`src/rtl/alu_pkg.sv`:
```
// Shared definitions for the MIPS-style ALU.
//   WIDTH_DEFAULT : default operand/result width.
//   OP_*          : 4-bit operation select codes.
`timescale 1ns/1ps
package alu_pkg;

  localparam int WIDTH_DEFAULT = 32;

  localparam logic [3:0] OP_AND = 4'b0000;
  localparam logic [3:0] OP_OR  = 4'b0001;
  localparam logic [3:0] OP_ADD = 4'b0010;
  localparam logic [3:0] OP_SUB = 4'b1010;
  localparam logic [3:0] OP_XOR = 4'b0100;
  localparam logic [3:0] OP_NOR = 4'b0101;
  localparam logic [3:0] OP_SLT = 4'b1011;

endpackage

```
`src/rtl/alu_addsub.sv`:
```
// WIDTH-bit adder/subtractor shared by ADD, SUB and SLT.
//   a, b : operands
//   sub  : 1 -> a + ~b + 1 (a - b), 0 -> a + b
//   sum  : result modulo 2^WIDTH (carry-out discarded)
//   ovf  : signed two's-complement overflow of the operation performed
`timescale 1ns/1ps
module alu_addsub #(
  parameter int WIDTH = 32
) (
  input  logic [WIDTH-1:0] a,
  input  logic [WIDTH-1:0] b,
  input  logic             sub,
  output logic [WIDTH-1:0] sum,
  output logic             ovf
);

  logic [WIDTH-1:0] b_eff;

  // Subtraction reuses the adder: invert B and inject the +1 as carry-in.
  assign b_eff = sub ? ~b : b;
  assign sum   = a + b_eff + WIDTH'(sub);

  // Overflow when both adder inputs share a sign that the sum does not.
  // With b inverted this is the usual "signs differ" rule for subtraction.
  assign ovf = (a[WIDTH-1] == b_eff[WIDTH-1]) && (sum[WIDTH-1] != a[WIDTH-1]);

endmodule

```
`src/rtl/alu.sv`:
```
// 32-bit combinational ALU with a registered copy of its outputs.
//   clk, rst_n     : clock and async active-low reset (registered outputs only)
//   A, B           : operands
//   op             : operation select (see alu_pkg OP_*)
//   RES, ZERO, OVF : combinational result, zero flag, signed overflow (ADD/SUB)
//   RES_Q, ZERO_Q, OVF_Q : the above, registered on the rising clk edge
`timescale 1ns/1ps
module alu
  import alu_pkg::*;
#(
  parameter int WIDTH = WIDTH_DEFAULT
) (
  input  logic             clk,
  input  logic             rst_n,
  input  logic [WIDTH-1:0] A,
  input  logic [WIDTH-1:0] B,
  input  logic [3:0]       op,
  output logic [WIDTH-1:0] RES,
  output logic             ZERO,
  output logic             OVF,
  output logic [WIDTH-1:0] RES_Q,
  output logic             ZERO_Q,
  output logic             OVF_Q
);

  logic             as_sub;
  logic [WIDTH-1:0] as_sum;
  logic             as_ovf;
  logic             signed_lt;

  // SLT needs A - B, so it shares the subtract path with SUB.
  assign as_sub = (op == OP_SUB) || (op == OP_SLT);

  alu_addsub #(.WIDTH(WIDTH)) u_addsub (
    .a   (A),
    .b   (B),
    .sub (as_sub),
    .sum (as_sum),
    .ovf (as_ovf)
  );

  // Correcting the difference sign by the overflow keeps the signed
  // comparison right even when A - B wraps (e.g. 0x80000000 vs 0x7FFFFFFF).
  assign signed_lt = as_sum[WIDTH-1] ^ as_ovf;

  always_comb begin
    // NOTE: defaults first so every path assigns every output; no latch and
    // unused opcodes resolve to a clean zero instead of X.
    RES = '0;
    OVF = 1'b0;
    case (op)
      OP_AND: RES = A & B;
      OP_OR:  RES = A | B;
      OP_XOR: RES = A ^ B;
      OP_NOR: RES = ~(A | B);
      OP_ADD: begin
        RES = as_sum;
        OVF = as_ovf;
      end
      OP_SUB: begin
        RES = as_sum;
        OVF = as_ovf;
      end
      OP_SLT: RES = {{(WIDTH-1){1'b0}}, signed_lt};
      default: RES = '0;
    endcase
  end

  assign ZERO = (RES == '0);

  always_ff @(posedge clk or negedge rst_n) begin
    // NOTE: sequential state uses non-blocking assignments; the async reset
    // clears only these three output registers, never the combinational path.
    if (!rst_n) begin
      RES_Q  <= '0;
      ZERO_Q <= 1'b0;
      OVF_Q  <= 1'b0;
    end else begin
      RES_Q  <= RES;
      ZERO_Q <= ZERO;
      OVF_Q  <= OVF;
    end
  end

endmodule

```
`config.mk`:
```
export PLATFORM = sky130hd
export DESIGN_NAME = alu
export DESIGN_NICKNAME = d
export VERILOG_FILES = /design/src/rtl/alu_pkg.sv /design/src/rtl/alu_addsub.sv /design/src/rtl/alu.sv
export SDC_FILE = /design/constraint.sdc
export NUM_CORES = 1
export LEC_CHECK = 0
export CAP_MARGIN = 40
export CORE_MARGIN = 3
export CORE_UTILIZATION = 50
export CTS_BUF_LIST = sky130_fd_sc_hd__clkbuf_16
export DETAILED_ROUTE_END_ITERATION = 7
export GPL_TIMING_DRIVEN = 0
export PLACE_DENSITY_LB_ADDON = 0.1
export SLEW_MARGIN = 20
export SYNTH_ARGS = -nofsm -noshare
export SYNTH_HDL_FRONTEND = slang
export SYNTH_HIERARCHICAL = 1
export SYNTH_SLANG_ARGS = --single-unit
```
`constraint.sdc`:
```
create_clock -name clk -period 9.3 [get_ports clk]
set_input_delay 1.86 -clock clk [delete_from_list [all_inputs] [get_ports clk]]
set_output_delay 1.86 -clock clk [all_outputs]
set_load 0.01 [all_outputs]
```
==> results_dict.tcl <==
set metrics [dict create \
    rows 39 \
    via_per_inst 6.35 \
    wire_per_inst_um 21.9 \
    period_share_pct 96.4 \
    drc 0 \
    cts_hold_buf 0 \
    post-place-cells 1021 \
    ys.flop_type "dfrtp_1" \
    nets 1052 \
    core-area_sq_um 11500 \
    grt_overflow_total 0 \
    synth-edff-count 0 \
    status "completed" \
    insertedDiodeCount 0 \
    path_clk_slew_ns 0.05 \
    dpl.hpwl_um 18500 \
    yosysUniqueCellTypes 76 \
    worst_pin_slew_ns 0.800 \
    port_buffers 136 \
    cts_root_buf "clkbuf_16" \
    setup_viol_count_final 0 \
    first_iter_violations 640 \
    leakagePower_nw 3.54 \
    antenna_found_initial 0 \
    yosysWarningCount 6 \
    cts_tree "yes" \
    path_max_fanout 10 \
    cts_max_level 2 \
    max-slew-margin-rel_pct 46.4 \
    worst_ir_drop_vdd_v 0.000174 \
    synth_seq_cells 34 \
    cap_violations 0 \
    cts.sinks 34 \
    chipWidth_um 115 \
    start_kind "input pin" \
    ys_seq_area_share_pct 14.4 \
    crit_arrival_ns 7.10 \
    clockBufferDepth 2 \
    num_vias 6551 \
    crit_required_ns 7.44 \
    final_layout_size_suffix_gt1_share_pct 8.90 \
    syn_to_final_growth_pct 31.4 \
    grt_pass1_vias 6292 \
    netlist_instances 741 \
    power_density_nw_per_um2 107 \
    synthArstFlopShare_pct 100 \
    grt_max_degree 35 \
    gp_congestion 1.04 \
    io_pins 138 \
    drt-pass1-iter-count 5 \
    synthesis.nets 906 \
    maxSlewViolCount 0 \
    hold_class "in -> async" \
    routed_wl_um 22600 \
    stdcell_count 1031 \
    avgSynthCellArea_sq_um 7.95 \
    crit_type "in -> out" \
    syn_area_sq_um 5890 \
    cts_buffers 5 \
    grt_use_total_pct 33.5 \
    finalHoldViolCount 0 \
    setup_tns_ns 0 \
    start_util_pct 51.4 \
    die_height_um 115 \
    period_minus_slack_ns 8.96 \
    final_antenna_net_count 0 \
    holdWs_ns 1.63 \
    rsz0062_at_grt "no" \
    stdcell_area_sq_um 7740 \
    design.die.area_sq_um 13100 \
    worst_setup_path_end_kind "primary output" \
    place_area_sq_um 7450 \
    grt_pass1_wl_um 34200 \
    fmax_ghz 0.112 \
]
[cell families after synthesis]
group           count (synthesis)  share of synthesized area [%]
buf+inv                       119                           8.73
fa+ha+maj                      95                           20.3
compound gates                225                           26.4
xor+xnor                       70                           10.4
mux                            14                           2.70
simple gates                  184                           17.0
flops                          34                           14.4
[flip-flops by register name, summed over array words and instances (netlist names)]
register and cells:
RES_Q 32, ZERO_Q 1, OVF_Q 1
[critical path, stage by stage]
cell and delay, ns:
clkdlybuf4s50_1 0.50, buf_6 0.19, nor2b_2 0.19, clkbuf_8 0.21
and2_1 0.12, buf_2 0.24, buf_6 0.23, xor2_1 0.10
ha_1 0.39, nand4_1 0.18, o221ai_4 0.37, o2111ai_4 0.18
a21oi_1 0.36, nand4_1 0.13, and4b_1 0.25, a22oi_1 0.17
o211ai_1 0.20, nor4_2 0.37, nand4_1 0.27, nor4_4 0.36
dlymetal6s2s_1 0.20
[cell usage after synthesis (5+ instances only)]
library cell	number	area share, %
a21o_1	7	0.89
nand2b_1	7	0.74
buf_4	5	0.64
and2_1	8	0.85
clkbuf_1	14	0.89
nand2_1	43	2.7
nor3b_1	10	1.3
a32oi_1	7	1.0
a31oi_1	5	0.53
xnor2_1	28	4.2
dfrtp_1	34	14
nor2_1	42	2.7
o21bai_1	9	1.1
o22ai_1	14	1.5
nor2b_1	10	1.1
a22oi_1	32	4.1
ha_1	94	20
nor4_1	6	0.64
and3_1	10	1.1
o211ai_1	14	1.8
nand4_1	10	1.1
nand3_1	6	0.51
a211oi_1	8	1.0
mux2i_1	8	1.4
nor3_1	8	0.68
inv_1	77	4.9
a21oi_1	53	4.5
xor2_1	42	6.2
buf_2	15	1.3
o21ai_1	8	0.68
o21ai_0	33	2.8
[power breakdown]
| group | internal (mW) | switching, mW | total (mW) |
|---|---|---|---|
| Clock | 0.0962 | 0.0525 | 0.149 |
| Combinational | 0.215 | 0.301 | 0.517 |
| Sequential | 0.162 | 0.00355 | 0.166 |
[area by class of cell]
class / instances / area (sq um)
buffer: 41 / 250
clock buffer: 5 / 125
clock inverter: 3 / 12.5
fill: 977 / 3730
inverter: 78 / 293
multi-input combinational: 588 / 4650
sequential: 34 / 851
tap: 143 / 179
timing repair buffer: 139 / 1380
[cells in the final DEF (no fill, tap or decap), types with 14 or more instances in the layout]
master,synthesis,layout
buf_2,15,16
clkdlybuf4s50_1,0,134
inv_1,77,78
dfrtp_1,34,34
xnor2_1,28,28
xor2_1,42,42
nand2_1,43,43
o22ai_1,14,14
o21ai_0,33,33
nor2_1,42,42
o211ai_1,14,14
a22oi_1,32,32
a21oi_1,53,48
ha_1,94,94
[routing by layer]
| metal | GRT usage, % | vias up | wire [um] |
|---|---|---|---|
| li1 | - | 2961 | - |
| met1 | 45.8 | 3123 | 9320 |
| met5 | 0 | - | 0 |
| met2 | 53.3 | 402 | 10200 |
| met3 | 4.18 | 65 | 2290 |
| met4 | 13.5 | 0 | 789 |
[metrics by stage]
step	worst slack (ns)	utilization, %	power (mW)
after CTS	0.0406	67.3	0.818
after floorplan	1.24	-	0.456
final	0.336	67.5	0.831
after global placement	-0.943	64.8	0.645
after global routing	0.123	67.5	0.877
after detailed placement	-1.04	64.9	0.656
[path summary, 6_finish.rpt]
kind	to	cells after the start	from	slack (ns)
min in group clk	RES_Q[1]$_DFF_PN0_	4	op[1]	2.19
hold / removal	RES_Q[26]$_DFF_PN0_	1	rst_n	1.63
setup / recovery	ZERO	21	op[2]	0.34
max in group asynchronous	RES_Q[9]$_DFF_PN0_	1	rst_n	7.22
[timing repair]
item / in CTS / in global routing
buffers inserted: 2 / 0
hold endpoints to repair: 0 / 0
gates resized for setup: 26 / 7
pin swaps: 5 / 3
endpoints found under the setup margin: 10 / 1
No activity file was read; power rests on OpenSTA's default activity.
==> variant: new RTL, same settings <==
Change the package constant `WIDTH_DEFAULT` from 32 to 16.
--- a/src/rtl/alu_pkg.sv
+++ b/src/rtl/alu_pkg.sv
@@ -5,5 +5,5 @@
 package alu_pkg;
 
-  localparam int WIDTH_DEFAULT = 32;
+  localparam int WIDTH_DEFAULT = 16;
 
   localparam logic [3:0] OP_AND = 4'b0000;
Interface: changed (resized A, B, RES and RES_Q); port bits go from 138 to 74. The function was not compared with the original's and may differ.
==> variant against the original RTL <==
  * Critical path depth down 3
  * Combinational power down 58%
  * Count of clock-buffer cells in the layout down 2
  * Core utilization up 2.6 points
  * Largest cell class unchanged
  * Total power down 54%
  * Sequential cell count down 16
  * Synthesized area down 52%
  * Critical path type unchanged
  * Hold slack better by 420 ps
  * Design area down 52%
  * Wire length down 67%
  * Setup slack better by 260 ps
==> variant: results (changes against the original RTL) <==
status:
  status: "complete, no violations"  # unchanged
global_routing:
  track_usage_pct: 23.5  # was 33.5%
  first_global_vias: 2585  # was 6292
  grtUsageMet2_pct: 39.8  # was 53.3%
  gr-usage-met1_pct: 31.6  # was 45.8%
  grt_max_degree: 19  # was 35
  grt_pass1_wl_mm: 12.3  # was 34.2 mm
  grt_util_met3_pct: 1.77  # was 4.18%
  antenna_found_initial: 0  # unchanged
yosys:
  synthTopCellsByArea: "ha_1 (21%), dfrtp_1 (16%), xor2_1 (6.5%)"  # was ha_1 (20%), dfrtp_1 (14%), xor2_1 (6.2%)
  yosysWarnings: 6  # unchanged
  ys_async_sr_fraction_pct: 100  # unchanged
  syn_nets: 431  # was 906
  yosysSeqAreaShare_pct: 15.9  # was 14.4%
  ys_types: 66  # was 76
  ys_top_cells_by_count: "ha_1 (47), inv_1 (44), nor2_1 (21), xor2_1 (21), a21oi_1 (20)"  # was ha_1 (94), inv_1 (77), a21oi_1 (53)
  synth.avg_cell_area_um2: 8.19  # was 7.95 um^2
  ys.flop_type: "dfrtp_1"  # unchanged
finish:
  drive_above_1_share_pct: 8.57  # was 8.90%
  diodes: 0  # unchanged
  stdcell_count: 490  # was 1031
  fin_nets: 507  # was 1052
  largest_registers: "RES_Q (16), OVF_Q (1), ZERO_Q (1)"  # was RES_Q (32), OVF_Q (1), ZERO_Q (1)
drt:
  drtPass1Iterations: 4  # was 5
  wl_per_cell_um: 15.3  # was 21.9 um
  drt_iter0_drc: 184  # was 640
  via_count: 2728  # was 6551
worst_setup_path:
  crit_arrival_ps: 6840  # was 7100 ps
  cpPeakStageDelay_ps: 590  # was 500 ps
  crit_slowest_cell: "clkdlybuf4s50_1"  # unchanged
  crit_fanout: 10  # unchanged
hold_path:
  hp-class: "in2async"  # unchanged
pwr:
  p_total_mw: 0.385  # was 0.831 mW
  p_leak_nw: 1.81  # was 3.54 nW
  ir_worst_vdd_uv: 87.0  # was 174 uV
placed_design:
  post_dp_cell_area_um2: 3610  # was 7450 um^2
  place_congestion: 0.987  # was 1.04
  place.detailed.hpwl_mm: 6.30  # was 18.5 mm
  numPortBuffers: 70  # was 136
floorplan:
  initial_core_util_pct: 53.6  # was 51.4%
timing:
  slew-limit-headroom_pct: 52.6  # was 46.4%
clock_network:
  path_clk_slew_ps: 50  # about the same
  cts-buffers-inserted: 3  # was 5
  cts-root-buf: "clkbuf_16"  # unchanged
  post_cts_resized: 0  # was 26
  cts_setup_buffers: 0  # was 2
  max-clock-path-buffers: 2  # unchanged
  cts.htree.levels: 1  # was 2
[variant: final cells by class]
class	count	area, um^2
inverter	44	165
clock inverter	1	3.75
sequential	18	450
fill	467	1570
tap	70	87.6
timing repair buffer	71	706
multi-input combinational	266	2120
clock buffer	3	75.1
buffer	17	86.3
[variant: per-layer routing]
metal,vias to the layer above,routed length [um]
met4,0,129
li1,1369,-
met1,1259,3390
met5,-,0
met3,9,431
met2,91,3530
[variant: critical path, delay by kind of cell]
family | cells | cell delay [ps]
compound gates | 6 | 1160
xor+xnor | 2 | 300
buf+inv | 4 | 1680
fa+ha+maj | 1 | 280
mux | 1 | 280
simple gates | 4 | 1260
[variant: worst max-delay path by stage]
| stage | endpoint | from | slack [ps] |
|---|---|---|---|
| finish | ZERO | op[1] | 600 |
| global route | ZERO | op[1] | 270 |
| CTS | ZERO | op[1] | 600 |
| detailed placement | ZERO | op[1] | 630 |
| global placement | ZERO | op[1] | 670 |
| floorplan | ZERO | op[2] | 1970 |
[variant: where the power goes]
| group | switching, mW | leakage [nW] | internal, mW | total (mW) |
|---|---|---|---|---|
| Clock | 0.0252 | 0.0385 | 0.0569 | 0.0821 |
| Combinational | 0.112 | 1.53 | 0.103 | 0.216 |
| Sequential | 0.00174 | 0.239 | 0.0859 | 0.0876 |
| Total | 0.139 | 1.81 | 0.246 | 0.385 |
[variant: cells by family (layout without fill, tap and decap cells)]
family	count (synthesis)	count (layout)	synth area share (%)
xor gates and xnor gates	29	29	8.99
DFF	18	18	15.9
muxes	18	18	6.55
adders and majority gates	48	48	21.5
buffers and inverters	61	136	8.90
AOI/OAI and AO/OA	88	88	21.7
and+or+nand+nor	83	83	16.4
[variant: per-stage QoR]
step / hold slack, ps / util [%] / setup slack [ps]
final: 2050 / 70.2 / 596
after floorplan: 1560 / - / 1970
after global placement: 2320 / 68.6 / 668
after detailed placement: 2320 / 68.6 / 625
after CTS: 2060 / 70.1 / 603
after global routing: 2100 / 70.2 / 268
